File: config.mk
export PLATFORM = sky130hd
export DESIGN_NAME = exception_sequencer_flat
export DESIGN_NICKNAME = d
export VERILOG_FILES = /design/src/rtl/mips_exc_pkg.sv /design/src/rtl/exception_sequencer_if.sv /design/src/rtl/exception_priority.sv /design/src/rtl/exception_sequencer.sv /design/src/flat_wrapper.sv
export SDC_FILE = /design/constraint.sdc
export NUM_CORES = 1
export LEC_CHECK = 0
export ABC_AREA = 1
export BUFFER_PORTS_ARGS = -buffer_cell sky130_fd_sc_hd__buf_4
export CORE_MARGIN = 4
export CORE_UTILIZATION = 50
export CTS_CLUSTER_DIAMETER = 100
export DETAILED_ROUTE_END_ITERATION = 6
export GPL_ROUTABILITY_DRIVEN = 1
export MAX_ROUTING_LAYER = met4
export PLACE_DENSITY = 0.84
export SKIP_LAST_GASP = 1
export SYNTH_ARGS = -nofsm -noshare
export SYNTH_HDL_FRONTEND = slang
export SYNTH_SLANG_ARGS = --single-unit
File: constraint.sdc
create_clock -name clock -period 3.1 [get_ports clock]
set_input_delay 0 -clock clock [delete_from_list [all_inputs] [get_ports clock]]
set_output_delay 0 -clock clock [all_outputs]
set_load 0.1 [all_outputs]
File: src/rtl/mips_exc_pkg.sv
`timescale 1ns/1ps
`default_nettype none
// +----------------------------------------------------------------------+
// | Module   : mips_exc_pkg                                               |
// | Purpose  : Shared ExcCodes, sequencer states and default vectors.     |
// | Revision : 1.0                                                        |
// +----------------------------------------------------------------------+
package mips_exc_pkg;

  localparam logic [4:0] EXC_INT  = 5'd0;
  localparam logic [4:0] EXC_ADEL = 5'd4;
  localparam logic [4:0] EXC_ADES = 5'd5;
  localparam logic [4:0] EXC_SYS  = 5'd8;
  localparam logic [4:0] EXC_BP   = 5'd9;
  localparam logic [4:0] EXC_RI   = 5'd10;
  localparam logic [4:0] EXC_CPU  = 5'd11;
  localparam logic [4:0] EXC_OV   = 5'd12;
  localparam logic [4:0] EXC_TR   = 5'd13;

  localparam logic [31:0] VEC_NORMAL_DEFAULT = 32'h8000_0180;
  localparam logic [31:0] VEC_BOOT_DEFAULT   = 32'hBFC0_0380;

  typedef enum logic [1:0] {
    ST_IDLE   = 2'd0,
    ST_FLUSH  = 2'd1,
    ST_VECTOR = 2'd2
  } exc_state_e;

  // A delay-slot instruction restarts at its branch, one word earlier.
  function automatic logic [31:0] epc_from(input logic [31:0] pc, input logic isbds);
    return isbds ? (pc - 32'd4) : pc;
  endfunction

endpackage
`default_nettype wire

File: src/rtl/exception_sequencer_if.sv
`timescale 1ns/1ps
`default_nettype none
// +----------------------------------------------------------------------+
// | Module   : exception_sequencer_if                                     |
// | Purpose  : Pipeline exception flags in, CP0 update and redirect out.  |
// | Revision : 1.0                                                        |
// +----------------------------------------------------------------------+
interface exception_sequencer_if;

  logic        IF_AdEL;
  logic [31:0] IF_PC;
  logic        IF_IsBDS;
  logic        ID_RI;
  logic        ID_CpU;
  logic        ID_Sys;
  logic        ID_Bp;
  logic [31:0] ID_PC;
  logic        ID_IsBDS;
  logic        EX_Ov;
  logic        EX_Tr;
  logic [31:0] EX_PC;
  logic        EX_IsBDS;
  logic        M_AdEL;
  logic        M_AdES;
  logic [31:0] M_Addr;
  logic [31:0] M_PC;
  logic        M_IsBDS;
  logic        IntReq;
  logic        IE;
  logic        EXL;
  logic        ERL;
  logic        BEV;
  logic        M_Stall;
  logic        PCAck;

  logic [3:0]  Flush;
  logic        PCRedirect;
  logic [31:0] ExcVector;
  logic        CP0Write;
  logic [31:0] EPC;
  logic [4:0]  ExcCode;
  logic        BD;
  logic        BadVAddrWrite;
  logic [31:0] BadVAddr;
  logic        Busy;

  modport master (
    output IF_AdEL, IF_PC, IF_IsBDS,
    output ID_RI, ID_CpU, ID_Sys, ID_Bp, ID_PC, ID_IsBDS,
    output EX_Ov, EX_Tr, EX_PC, EX_IsBDS,
    output M_AdEL, M_AdES, M_Addr, M_PC, M_IsBDS,
    output IntReq, IE, EXL, ERL, BEV, M_Stall, PCAck,
    input  Flush, PCRedirect, ExcVector, CP0Write, EPC, ExcCode, BD,
    input  BadVAddrWrite, BadVAddr, Busy
  );

  modport slave (
    input  IF_AdEL, IF_PC, IF_IsBDS,
    input  ID_RI, ID_CpU, ID_Sys, ID_Bp, ID_PC, ID_IsBDS,
    input  EX_Ov, EX_Tr, EX_PC, EX_IsBDS,
    input  M_AdEL, M_AdES, M_Addr, M_PC, M_IsBDS,
    input  IntReq, IE, EXL, ERL, BEV, M_Stall, PCAck,
    output Flush, PCRedirect, ExcVector, CP0Write, EPC, ExcCode, BD,
    output BadVAddrWrite, BadVAddr, Busy
  );

endinterface
`default_nettype wire

File: src/rtl/exception_priority.sv
`timescale 1ns/1ps
`default_nettype none
// +----------------------------------------------------------------------+
// | Module   : exception_priority                                         |
// | Purpose  : Combinational oldest-first exception selector.             |
// | Revision : 1.0                                                        |
// +----------------------------------------------------------------------+
module exception_priority
  import mips_exc_pkg::*;
(
  input  wire logic        i_if_adel,
  input  wire logic [31:0] i_if_pc,
  input  wire logic        i_if_isbds,
  input  wire logic        i_id_ri,
  input  wire logic        i_id_cpu,
  input  wire logic        i_id_sys,
  input  wire logic        i_id_bp,
  input  wire logic [31:0] i_id_pc,
  input  wire logic        i_id_isbds,
  input  wire logic        i_ex_ov,
  input  wire logic        i_ex_tr,
  input  wire logic [31:0] i_ex_pc,
  input  wire logic        i_ex_isbds,
  input  wire logic        i_m_adel,
  input  wire logic        i_m_ades,
  input  wire logic [31:0] i_m_addr,
  input  wire logic [31:0] i_m_pc,
  input  wire logic        i_m_isbds,
  input  wire logic        i_int_req,
  input  wire logic        i_ie,
  input  wire logic        i_exl,
  input  wire logic        i_erl,
  output logic             o_valid,
  output logic [4:0]       o_code,
  output logic [31:0]      o_pc,
  output logic             o_isbds,
  output logic [31:0]      o_badvaddr,
  output logic             o_has_badvaddr
);

  logic w_int_take;

  assign w_int_take = i_int_req & i_ie & ~i_exl & ~i_erl;

  // Interrupts ride on the M-stage instruction, so they rank just below M faults.
  always_comb begin
    o_valid        = 1'b1;
    o_code         = EXC_INT;
    o_pc           = i_m_pc;
    o_isbds        = i_m_isbds;
    o_badvaddr     = 32'd0;
    o_has_badvaddr = 1'b0;
    if (i_m_adel) begin
      o_code         = EXC_ADEL;
      o_badvaddr     = i_m_addr;
      o_has_badvaddr = 1'b1;
    end else if (i_m_ades) begin
      o_code         = EXC_ADES;
      o_badvaddr     = i_m_addr;
      o_has_badvaddr = 1'b1;
    end else if (w_int_take) begin
      o_code = EXC_INT;
    end else if (i_ex_ov || i_ex_tr) begin
      o_code  = i_ex_ov ? EXC_OV : EXC_TR;
      o_pc    = i_ex_pc;
      o_isbds = i_ex_isbds;
    end else if (i_id_ri || i_id_cpu || i_id_sys || i_id_bp) begin
      o_pc    = i_id_pc;
      o_isbds = i_id_isbds;
      if (i_id_ri)       o_code = EXC_RI;
      else if (i_id_cpu) o_code = EXC_CPU;
      else if (i_id_sys) o_code = EXC_SYS;
      else               o_code = EXC_BP;
    end else if (i_if_adel) begin
      o_code         = EXC_ADEL;
      o_pc           = i_if_pc;
      o_isbds        = i_if_isbds;
      o_badvaddr     = i_if_pc;
      o_has_badvaddr = 1'b1;
    end else begin
      o_valid = 1'b0;
    end
  end

endmodule
`default_nettype wire

File: src/rtl/exception_sequencer.sv
`timescale 1ns/1ps
`default_nettype none
// +----------------------------------------------------------------------+
// | Module   : exception_sequencer                                        |
// | Purpose  : Captures the oldest exception, updates CP0, flushes and    |
// |            redirects fetch to the exception vector.                   |
// | Revision : 1.0                                                        |
// +----------------------------------------------------------------------+
module exception_sequencer
  import mips_exc_pkg::*;
#(
  parameter logic [31:0] VEC_NORMAL = VEC_NORMAL_DEFAULT,
  parameter logic [31:0] VEC_BOOT   = VEC_BOOT_DEFAULT
) (
  input  wire logic          clock,
  input  wire logic          reset_n,
  exception_sequencer_if.slave bus
);

  logic        w_valid;
  logic [4:0]  w_code;
  logic [31:0] w_pc;
  logic        w_isbds;
  logic [31:0] w_badvaddr;
  logic        w_has_badvaddr;

  exc_state_e  r_state;
  logic [3:0]  r_flush;
  logic        r_cp0write;
  logic        r_bvwrite;
  logic        r_redirect;
  logic [31:0] r_vector;
  logic [31:0] r_epc;
  logic [4:0]  r_code;
  logic        r_bd;
  logic [31:0] r_badvaddr;
  logic        r_bev;
  logic        r_busy;

  exception_priority u_priority (
    .i_if_adel      (bus.IF_AdEL),
    .i_if_pc        (bus.IF_PC),
    .i_if_isbds     (bus.IF_IsBDS),
    .i_id_ri        (bus.ID_RI),
    .i_id_cpu       (bus.ID_CpU),
    .i_id_sys       (bus.ID_Sys),
    .i_id_bp        (bus.ID_Bp),
    .i_id_pc        (bus.ID_PC),
    .i_id_isbds     (bus.ID_IsBDS),
    .i_ex_ov        (bus.EX_Ov),
    .i_ex_tr        (bus.EX_Tr),
    .i_ex_pc        (bus.EX_PC),
    .i_ex_isbds     (bus.EX_IsBDS),
    .i_m_adel       (bus.M_AdEL),
    .i_m_ades       (bus.M_AdES),
    .i_m_addr       (bus.M_Addr),
    .i_m_pc         (bus.M_PC),
    .i_m_isbds      (bus.M_IsBDS),
    .i_int_req      (bus.IntReq),
    .i_ie           (bus.IE),
    .i_exl          (bus.EXL),
    .i_erl          (bus.ERL),
    .o_valid        (w_valid),
    .o_code         (w_code),
    .o_pc           (w_pc),
    .o_isbds        (w_isbds),
    .o_badvaddr     (w_badvaddr),
    .o_has_badvaddr (w_has_badvaddr)
  );

  always_ff @(posedge clock or negedge reset_n) begin
    if (!reset_n) begin
      r_state    <= ST_IDLE;
      r_flush    <= 4'd0;
      r_cp0write <= 1'b0;
      r_bvwrite  <= 1'b0;
      r_redirect <= 1'b0;
      r_vector   <= 32'd0;
      r_epc      <= 32'd0;
      r_code     <= 5'd0;
      r_bd       <= 1'b0;
      r_badvaddr <= 32'd0;
      r_bev      <= 1'b0;
      r_busy     <= 1'b0;
    end else begin
      case (r_state)
        ST_IDLE: begin
          if (w_valid && !bus.M_Stall) begin
            r_state    <= ST_FLUSH;
            r_flush    <= 4'hF;
            r_cp0write <= 1'b1;
            r_bvwrite  <= w_has_badvaddr;
            r_code     <= w_code;
            r_bev      <= bus.BEV;
            r_busy     <= 1'b1;
            // Nested exception: keep the EPC/BD of the handler already running.
            if (!bus.EXL) begin
              r_epc <= epc_from(w_pc, w_isbds);
              r_bd  <= w_isbds;
            end
            if (w_has_badvaddr) begin
              r_badvaddr <= w_badvaddr;
            end
          end
        end
        ST_FLUSH: begin
          r_state    <= ST_VECTOR;
          r_flush    <= 4'd0;
          r_cp0write <= 1'b0;
          r_bvwrite  <= 1'b0;
          r_redirect <= 1'b1;
          r_vector   <= r_bev ? VEC_BOOT : VEC_NORMAL;
        end
        ST_VECTOR: begin
          if (bus.PCAck) begin
            r_state    <= ST_IDLE;
            r_redirect <= 1'b0;
            r_vector   <= 32'd0;
            r_busy     <= 1'b0;
          end
        end
        default: begin
          r_state    <= ST_IDLE;
          r_flush    <= 4'd0;
          r_cp0write <= 1'b0;
          r_bvwrite  <= 1'b0;
          r_redirect <= 1'b0;
          r_busy     <= 1'b0;
        end
      endcase
    end
  end

  assign bus.Flush         = r_flush;
  assign bus.PCRedirect    = r_redirect;
  assign bus.ExcVector     = r_vector;
  assign bus.CP0Write      = r_cp0write;
  assign bus.EPC           = r_epc;
  assign bus.ExcCode       = r_code;
  assign bus.BD            = r_bd;
  assign bus.BadVAddrWrite = r_bvwrite;
  assign bus.BadVAddr      = r_badvaddr;
  assign bus.Busy          = r_busy;

endmodule
`default_nettype wire

File: src/flat_wrapper.sv
// flat-port wrapper written by rule: the top's interface ports become plain ports
module exception_sequencer_flat import mips_exc_pkg::*;
#(
  parameter logic [31:0] VEC_NORMAL = VEC_NORMAL_DEFAULT,
  parameter logic [31:0] VEC_BOOT   = VEC_BOOT_DEFAULT
)
  (clock, reset_n, bus_IF_AdEL, bus_IF_PC, bus_IF_IsBDS, bus_ID_RI, bus_ID_CpU, bus_ID_Sys, bus_ID_Bp, bus_ID_PC, bus_ID_IsBDS, bus_EX_Ov, bus_EX_Tr, bus_EX_PC, bus_EX_IsBDS, bus_M_AdEL, bus_M_AdES, bus_M_Addr, bus_M_PC, bus_M_IsBDS, bus_IntReq, bus_IE, bus_EXL, bus_ERL, bus_BEV, bus_M_Stall, bus_PCAck, bus_Flush, bus_PCRedirect, bus_ExcVector, bus_CP0Write, bus_EPC, bus_ExcCode, bus_BD, bus_BadVAddrWrite, bus_BadVAddr, bus_Busy);
  exception_sequencer_if bus_i ();
  input  wire logic clock;
  input  wire logic reset_n;
  input wire logic [$bits(bus_i.IF_AdEL)-1:0] bus_IF_AdEL;
  input wire logic [$bits(bus_i.IF_PC)-1:0] bus_IF_PC;
  input wire logic [$bits(bus_i.IF_IsBDS)-1:0] bus_IF_IsBDS;
  input wire logic [$bits(bus_i.ID_RI)-1:0] bus_ID_RI;
  input wire logic [$bits(bus_i.ID_CpU)-1:0] bus_ID_CpU;
  input wire logic [$bits(bus_i.ID_Sys)-1:0] bus_ID_Sys;
  input wire logic [$bits(bus_i.ID_Bp)-1:0] bus_ID_Bp;
  input wire logic [$bits(bus_i.ID_PC)-1:0] bus_ID_PC;
  input wire logic [$bits(bus_i.ID_IsBDS)-1:0] bus_ID_IsBDS;
  input wire logic [$bits(bus_i.EX_Ov)-1:0] bus_EX_Ov;
  input wire logic [$bits(bus_i.EX_Tr)-1:0] bus_EX_Tr;
  input wire logic [$bits(bus_i.EX_PC)-1:0] bus_EX_PC;
  input wire logic [$bits(bus_i.EX_IsBDS)-1:0] bus_EX_IsBDS;
  input wire logic [$bits(bus_i.M_AdEL)-1:0] bus_M_AdEL;
  input wire logic [$bits(bus_i.M_AdES)-1:0] bus_M_AdES;
  input wire logic [$bits(bus_i.M_Addr)-1:0] bus_M_Addr;
  input wire logic [$bits(bus_i.M_PC)-1:0] bus_M_PC;
  input wire logic [$bits(bus_i.M_IsBDS)-1:0] bus_M_IsBDS;
  input wire logic [$bits(bus_i.IntReq)-1:0] bus_IntReq;
  input wire logic [$bits(bus_i.IE)-1:0] bus_IE;
  input wire logic [$bits(bus_i.EXL)-1:0] bus_EXL;
  input wire logic [$bits(bus_i.ERL)-1:0] bus_ERL;
  input wire logic [$bits(bus_i.BEV)-1:0] bus_BEV;
  input wire logic [$bits(bus_i.M_Stall)-1:0] bus_M_Stall;
  input wire logic [$bits(bus_i.PCAck)-1:0] bus_PCAck;
  output wire logic [$bits(bus_i.Flush)-1:0] bus_Flush;
  output wire logic [$bits(bus_i.PCRedirect)-1:0] bus_PCRedirect;
  output wire logic [$bits(bus_i.ExcVector)-1:0] bus_ExcVector;
  output wire logic [$bits(bus_i.CP0Write)-1:0] bus_CP0Write;
  output wire logic [$bits(bus_i.EPC)-1:0] bus_EPC;
  output wire logic [$bits(bus_i.ExcCode)-1:0] bus_ExcCode;
  output wire logic [$bits(bus_i.BD)-1:0] bus_BD;
  output wire logic [$bits(bus_i.BadVAddrWrite)-1:0] bus_BadVAddrWrite;
  output wire logic [$bits(bus_i.BadVAddr)-1:0] bus_BadVAddr;
  output wire logic [$bits(bus_i.Busy)-1:0] bus_Busy;
  assign bus_i.IF_AdEL = bus_IF_AdEL;
  assign bus_i.IF_PC = bus_IF_PC;
  assign bus_i.IF_IsBDS = bus_IF_IsBDS;
  assign bus_i.ID_RI = bus_ID_RI;
  assign bus_i.ID_CpU = bus_ID_CpU;
  assign bus_i.ID_Sys = bus_ID_Sys;
  assign bus_i.ID_Bp = bus_ID_Bp;
  assign bus_i.ID_PC = bus_ID_PC;
  assign bus_i.ID_IsBDS = bus_ID_IsBDS;
  assign bus_i.EX_Ov = bus_EX_Ov;
  assign bus_i.EX_Tr = bus_EX_Tr;
  assign bus_i.EX_PC = bus_EX_PC;
  assign bus_i.EX_IsBDS = bus_EX_IsBDS;
  assign bus_i.M_AdEL = bus_M_AdEL;
  assign bus_i.M_AdES = bus_M_AdES;
  assign bus_i.M_Addr = bus_M_Addr;
  assign bus_i.M_PC = bus_M_PC;
  assign bus_i.M_IsBDS = bus_M_IsBDS;
  assign bus_i.IntReq = bus_IntReq;
  assign bus_i.IE = bus_IE;
  assign bus_i.EXL = bus_EXL;
  assign bus_i.ERL = bus_ERL;
  assign bus_i.BEV = bus_BEV;
  assign bus_i.M_Stall = bus_M_Stall;
  assign bus_i.PCAck = bus_PCAck;
  assign bus_Flush = bus_i.Flush;
  assign bus_PCRedirect = bus_i.PCRedirect;
  assign bus_ExcVector = bus_i.ExcVector;
  assign bus_CP0Write = bus_i.CP0Write;
  assign bus_EPC = bus_i.EPC;
  assign bus_ExcCode = bus_i.ExcCode;
  assign bus_BD = bus_i.BD;
  assign bus_BadVAddrWrite = bus_i.BadVAddrWrite;
  assign bus_BadVAddr = bus_i.BadVAddr;
  assign bus_Busy = bus_i.Busy;
  exception_sequencer #(.VEC_NORMAL(VEC_NORMAL), .VEC_BOOT(VEC_BOOT)) u_core (.clock(clock), .reset_n(reset_n), .bus(bus_i));
endmodule
==> results.py, run 1 <==
metrics = {
    "layout": {
        "layout-drive-gt1-share_pct": 28.1,
        "final.fill_count": 1100,
        "final_common_cell": "nand2_1",
        "most-common-layout-cells": "nand2_1, buf_4, nand3_1, nor2_1, inv_1",
        "multiInputGateArea_mm2": 0.00366,
        "seq_area_mm2": 0.00195,
        "area_growth_syn_to_layout_pct": 38.1,
        "nets": 1468,
    },
    "synth": {
        "synth_area_mm2": 0.00645,
        "synthMuxAreaShare_pct": 0,
        "synth_flop_cell": "dfrtp_1",
        "ys_seq_area_share_pct": 30.2,
        "synth_compound_gate_area_share_pct": 9.52,
        "async_flop_share_pct": 100,
        "ys_types": 38,
        "synthAdderAreaFrac_pct": 0.194,
        "avgSynthCellArea_um2": 6.29,
        "ys_ff_latch": 78,
        "synth_top_family_by_area": "simple AND/OR/NAND/NOR gates",
        "synth_edf_count": 0,
        "synthSimpleGateAreaFrac_pct": 44.6,
        "synth_xor_xnor_area_share_pct": 1.09,
        "syn_inst": 1026,
        "ys.warnings.count": 0,
    },
    "power": {
        "p_switching_uw": 5870,
        "irDropWorstVdd_v": 0.00106,
        "power_uw": 9220,
        "clock_power_share_pct": 12.1,
        "netSwitchingFraction_pct": 63.7,
        "p_int_uw": 3340,
        "p_seq_share_pct": 19.7,
        "power_density_mw_per_mm2": 1030,
        "p_comb_share_pct": 68.2,
        "p_leak_uw": 0.00483,
    },
    "die": {
        "dieArea_mm2": 0.0148,
        "fp.dieW_um": 122,
        "core.rowCount": 41,
        "die_y_um": 122,
        "core-area_mm2": 0.0126,
        "initial_core_util_pct": 51.1,
        "ios": 292,
    },
    "sta": {
        "finalSetupTns_ps": 0,
        "tightest_slew_ps": 788,
        "relSlewSlack_pct": 47.5,
        "period_minus_slack_ps": 2650,
        "fin_skew_ps": 3.32,
        "period_share_pct": 85.6,
        "rsz0062_at_grt": "no",
        "clock.fmax_mhz": 377,
        "final-setup-viol-count": 0,
        "final_hold_viol_count": 0,
        "finalMaxSlewViolations": 0,
    },
    "drt": {
        "dr.first_iter.drc_count": 1018,
        "routed_wl_um": 26300,
        "drtAntennaViolNets": 0,
        "vias_per_cell": 5.41,
        "post_drt_wl_per_cell_um": 18.0,
        "drc": 0,
        "vias": 7917,
        "drtPass1Iterations": 6,
    },
    "clocking": {
        "root_buffer": "clkbuf_16",
        "ctsHtreeMaxLevel": 3,
        "cts_setup_buffers": 0,
        "clock_path_buffers": 2,
        "path_clk_slew_ps": 60,
        "cts.sinks": 78,
        "numCtsBuffers": 9,
        "cts_resized": 0,
        "clk_latency_ps": 350,
        "cts_tree": "yes",
    },
    "worst_setup_path": {
        "crit_type": "in2reg",
        "cp-startpoint": "bus_M_AdEL",
        "critPathArrivalTime_ps": 2860,
        "rr_startpoint": "u_core.r_state[0]",
        "cp-end-kind": "flip-flop",
        "crit_fanout": 22,
        "startpoint_type": "input pin",
        "required_ps": 3310,
    },
    "grt": {
        "grt_pass1_vias": 7561,
        "grt-ovfl-total": 0,
        "grt_max_degree": 58,
        "antenna_found_initial": 1,
        "grt_pass1_wl_um": 40200,
        "grt_usage_pct": 36.4,
    },
    "hold_path": {
        "hold_path.class": "in2reg",
        "hold_start": "bus_M_Addr[2]",
    },
    "status": {
        "status": "finished, final reports clean",
    },
    "placement": {
        "dp_hpwl_um": 19700,
        "place_congestion": 1.06,
        "place.port_buffers": 270,
    },
    "job": {
        "max_cap_violations": 0,
    },
}
sequential cells by signal, summed over array words and instances (netlist names), 2 cells and up:
name and flops:
u_core.bus.EPC 32, u_core.bus.BadVAddr 32, u_core.bus.ExcCode 4, u_core.bus.ExcVector 2, u_core.r_state 2
cells by family after synthesis:
family	after synthesis
XOR/XNOR	8
buffers and inverters	185
flip-flops	78
AND/OR/NAND/NOR	643
adder cells (fa/ha/maj)	1
AO/OA/AOI/OAI	110
other	1
stage by stage:
stage / std cells / utilization, % / hold WS [ps] / setup slack (ps) / instance area, um2
2_1_floorplan: 1046 / - / -296 / 1250 / 6530
3_3_place_gp: 1417 / 65.9 / 124 / 652 / 8320
3_5_place_dp: 1417 / 65.9 / 128 / 624 / 8320
4_1_cts: 1462 / 70.6 / 1.36 / 485 / 8910
5_1_grt: 1463 / 70.6 / 24.8 / 224 / 8910
6_report: 1463 / 70.6 / 3.25 / 448 / 8910
layout make-up:
cell class | instances | area share [%]
Clock buffer | 13 | 2.92
Antenna cell | 1 | 0.0281
Tap cell | 172 | 2.42
Sequential cell | 78 | 21.9
Clock inverter | 3 | 0.477
Multi-Input combinational cell | 783 | 41.0
Inverter | 104 | 4.38
Timing Repair Buffer | 309 | 26.8
repair_timing:
action,4_1_cts,5_1_grt
hold endpoints to repair,85,0
hold buffers,29,0
setup endpoints to repair,0,0
Yosys cell counts, types with 5 or more instances:
library cell	n	share of area (%)
o21ai_1	10	0.78
buf_6	7	1.2
o21a_1	9	1.0
nor2_1	91	5.3
inv_2	16	0.93
nor2_4	13	2.3
a31oi_1	12	1.2
buf_2	20	1.6
nand3_1	92	7.1
clkbuf_1	13	0.76
or2_2	5	0.48
a21oi_1	22	1.7
dfrtp_1	78	30
o21ai_0	48	3.7
nor2_2	8	0.78
nand4_1	20	1.9
inv_1	87	5.1
nand3b_1	8	0.93
buf_4	41	4.8
nand2_1	375	22
nand2_2	16	1.6
per-layer routing:
layer | vias up | routed length [um] | GRT usage [%]
li1 | 3696 | - | -
met1 | 3529 | 9760 | 44.2
met2 | 574 | 12400 | 58.8
met3 | 118 | 2670 | 5.85
met4 | 0 | 1520 | 18.4
met5 | - | 0 | -
critical path, cell delays in order:
cell	delay [ps]
dlygate4sd3_1	550
buf_4	150
nor2_2	210
nand2_4	160
inv_2	320
nand2_1	160
nand2_1	100
nand2_2	100
clkinv_1	100
ha_1	180
nand2_2	90
nor2_4	150
nand2_2	100
nor2_4	200
xor2_1	220
o21ai_1	70
final timing paths:
| path | end | slack, ps | cells past startpoint |
|---|---|---|---|
| worst max-delay path | u_core.bus.EPC[12] | 450 | 16 |
| worst min-delay path | u_core.bus.BadVAddr[2] | 3 | 5 |
| worst max register to register | u_core.bus.EPC[5] | 1210 | 8 |
| worst min register to register | u_core.bus.BadVAddr[2] | 480 | 2 |
| max in group asynchronous | u_core.bus.EPC[24] | 2010 | 3 |
| min in group asynchronous | u_core.bus.EPC[7] | 260 | 2 |
power groups by stage:
stage | registers [uW] | clock network (uW) | logic [uW]
after floorplan | 5060 | 0 | 1650
after global routing | 1860 | 1160 | 6500
after global placement | 1800 | 0 | 6180
final | 1810 | 1110 | 6290
after CTS | 1800 | 1110 | 6270
after detailed placement | 1800 | 0 | 6230
(Power assumes the default switching activity.)
==> run 2, diff against run 1 <==
--- a/config.mk
+++ b/config.mk
@@ -9,6 +9,7 @@
 export BUFFER_PORTS_ARGS = -buffer_cell sky130_fd_sc_hd__buf_4
 export CORE_MARGIN = 4
 export CORE_UTILIZATION = 50
+export CTS_BUF_LIST = sky130_fd_sc_hd__clkbuf_8
 export CTS_CLUSTER_DIAMETER = 100
 export DETAILED_ROUTE_END_ITERATION = 6
 export GPL_ROUTABILITY_DRIVEN = 1
==> run 2 against run 1 <==
Effect of this change: register-to-register slack worse by 50 ps; wire length is 0.15% lower; largest cell class unchanged; critical path depth unchanged; combinational power about the same; clock skew increased by 2.6 ps; sequential share of layout area increased by 0.077 points; die area is the same; utilization shrank 0.25 points.
==> results.py, run 2 (synthesis results as in run 1) <==
metrics = {
    "grt": {
        "grt_pass1_vias": 7684,
        "grt_usage_pct": 36.5,
        "grt-ovfl-total": 0,
        "antenna_found_initial": 1,
        "grt_pass1_wl_um": 40300,
        "grt_max_degree": 58,
    },
    "clocking": {
        "cts_resized": 0,
        "clk_latency_ps": 380,
        "cts_tree": "yes",
        "path_clk_slew_ps": 90,
        "clock_path_buffers": 2,
        "numCtsBuffers": 9,
        "cts_setup_buffers": 0,
        "cts.sinks": 78,
        "cts_hold_buf": 36,
        "root_buffer": "clkbuf_8",
        "ctsHtreeMaxLevel": 3,
    },
    "power": {
        "netSwitchingFraction_pct": 65.3,
        "p_seq_share_pct": 20.2,
        "p_leak_uw": 0.00482,
        "p_switching_uw": 5830,
        "clock_power_share_pct": 9.3,
        "p_int_uw": 3090,
        "irDropWorstVdd_v": 0.00108,
        "p_comb_share_pct": 70.5,
        "power_uw": 8930,
        "power_density_mw_per_mm2": 1010,
    },
    "placement": {
        "dp_hpwl_um": 19700,
        "dp_worst_setup_slack_ps": 624,
        "place_congestion": 1.06,
        "place.port_buffers": 270,
    },
    "drt": {
        "post_drt_wl_per_cell_um": 17.9,
        "drc": 0,
        "vias_per_cell": 5.38,
        "drtAntennaViolNets": 0,
        "drtPass1Iterations": 6,
        "routed_wl_um": 26300,
        "vias": 7907,
        "dr.first_iter.drc_count": 949,
    },
    "die": {
        "die_y_um": 122,
        "core-area_mm2": 0.0126,
        "core.rowCount": 41,
        "ios": 292,
        "fp.dieW_um": 122,
        "dieArea_mm2": 0.0148,
        "initial_core_util_pct": 51.1,
    },
    "sta": {
        "final-setup-viol-count": 0,
        "finalSetupTns_ps": 0,
        "finalMaxSlewViolations": 0,
        "rsz0062_at_grt": "no",
        "relSlewSlack_pct": 47.7,
        "tightest_slew_ps": 784,
        "period_share_pct": 83.8,
        "setup_slack_ps": 502,
        "clock.fmax_mhz": 385,
        "period_minus_slack_ps": 2600,
        "final_hold_viol_count": 0,
        "fin_skew_ps": 5.91,
    },
    "worst_setup_path": {
        "critPathSlowestCell": "dlygate4sd3_1",
        "cp-end-kind": "flip-flop",
        "required_ps": 3340,
        "crit_type": "in2reg",
        "startpoint_type": "input pin",
        "crit_chain": "dlygate4sd3_1 > buf_4 > nor2_2 > nand2_4 > inv_2 > nand2_1 > nand2_1 > nand2_2 > clkinv_1 > ha_1 > nand2_2 > nor2_4 > nand2_2 > nor2_4 > xor2_1 > o21ai_1",
        "crit_top_cell": "nand2_2",
        "critPathArrivalTime_ps": 2840,
        "max_stage_delay_ps": 550,
        "crit_fanout": 22,
    },
    "job": {
        "max_cap_violations": 0,
    },
    "status": {
        "status": "finished, final reports clean",
    },
    "hold_path": {
        "hold_path.class": "in2reg",
    },
    "layout": {
        "layout-drive-gt1-share_pct": 28.0,
        "area_growth_syn_to_layout_pct": 37.6,
        "nets": 1475,
        "final_common_cell": "nand2_1",
        "most-common-layout-cells": "nand2_1, buf_4, nand3_1, nor2_1, inv_1",
    },
}
-- run 2: cell types whose count changed in the layout (fill, tap and decap cells not counted) --
cell,delta
clkbuf_16,-9
clkbuf_1,-2
dlygate4sd3_1,+7
clkbuf_8,+9
inv_1,+2
-- run 2: metal layers --
| layer | GRT usage, % | vias to the layer above | part of all wire [%] |
|---|---|---|---|
| met1 | 44.1 | 3564 | 38 |
| met2 | 58.4 | 530 | 47 |
| met3 | 6.08 | 104 | 9.6 |
| met4 | 19.7 | 0 | 5.6 |
| li1 | - | 3709 | - |
| met5 | - | - | 0 |
-- run 2: path summary, 6_finish.rpt --
| kind | start | endpoint | slack (ps) | cells after the start |
|---|---|---|---|---|
| max reg2reg | u_core.r_state[1] | u_core.bus.ExcCode[0] | 1160 | 6 |
| max | bus_M_AdEL | u_core.bus.EPC[12] | 500 | 16 |
| max in group asynchronous | reset_n | u_core.bus.EPC[24] | 2030 | 3 |
| min in group asynchronous | reset_n | u_core.bus.EPC[7] | 230 | 2 |
| min reg2reg | u_core.bus.BadVAddr[2] | u_core.bus.BadVAddr[2] | 480 | 2 |
| min | bus_M_Addr[17] | u_core.bus.BadVAddr[17] | 10 | 4 |
-- run 2: power by group through the flow --
stage / clock network [uW] / logic [uW] / registers [uW]
6_report: 827 / 6300 / 1810
5_1_grt: 872 / 6510 / 1860
4_1_cts: 825 / 6280 / 1790
3_5_place_dp: 0 / 6230 / 1800
3_3_place_gp: 0 / 6180 / 1800
2_1_floorplan: 0 / 1650 / 5060
-- run 2: area by class of cell --
type / count / area (um2)
sequential: 78 / 1950
timing repair buffer: 316 / 2460
fill: 1100 / 3740
clock inverter: 5 / 50.0
inverter: 104 / 390
clock buffer: 11 / 151
antenna: 1 / 2.50
tap: 172 / 215
multi-input combinational: 783 / 3660
-- run 2: worst max-delay path, delay by kind of cell --
kind	cells	cell delay (ps)
xor gates and xnor gates	1	210
buffers and inverters	4	1120
and+or+nand+nor	9	1260
AOI/OAI and AO/OA	1	70
adders and majority gates	1	180
-- run 2: per-stage QoR --
step	util, %	instances	instance area [um2]	hold slack [ps]
floorplan	-	1046	6530	-296
global placement	65.9	1417	8320	124
detailed placement	65.9	1417	8320	128
CTS	70.3	1469	8880	3.44
global route	70.4	1470	8880	5.90
finish	70.4	1470	8880	12.0
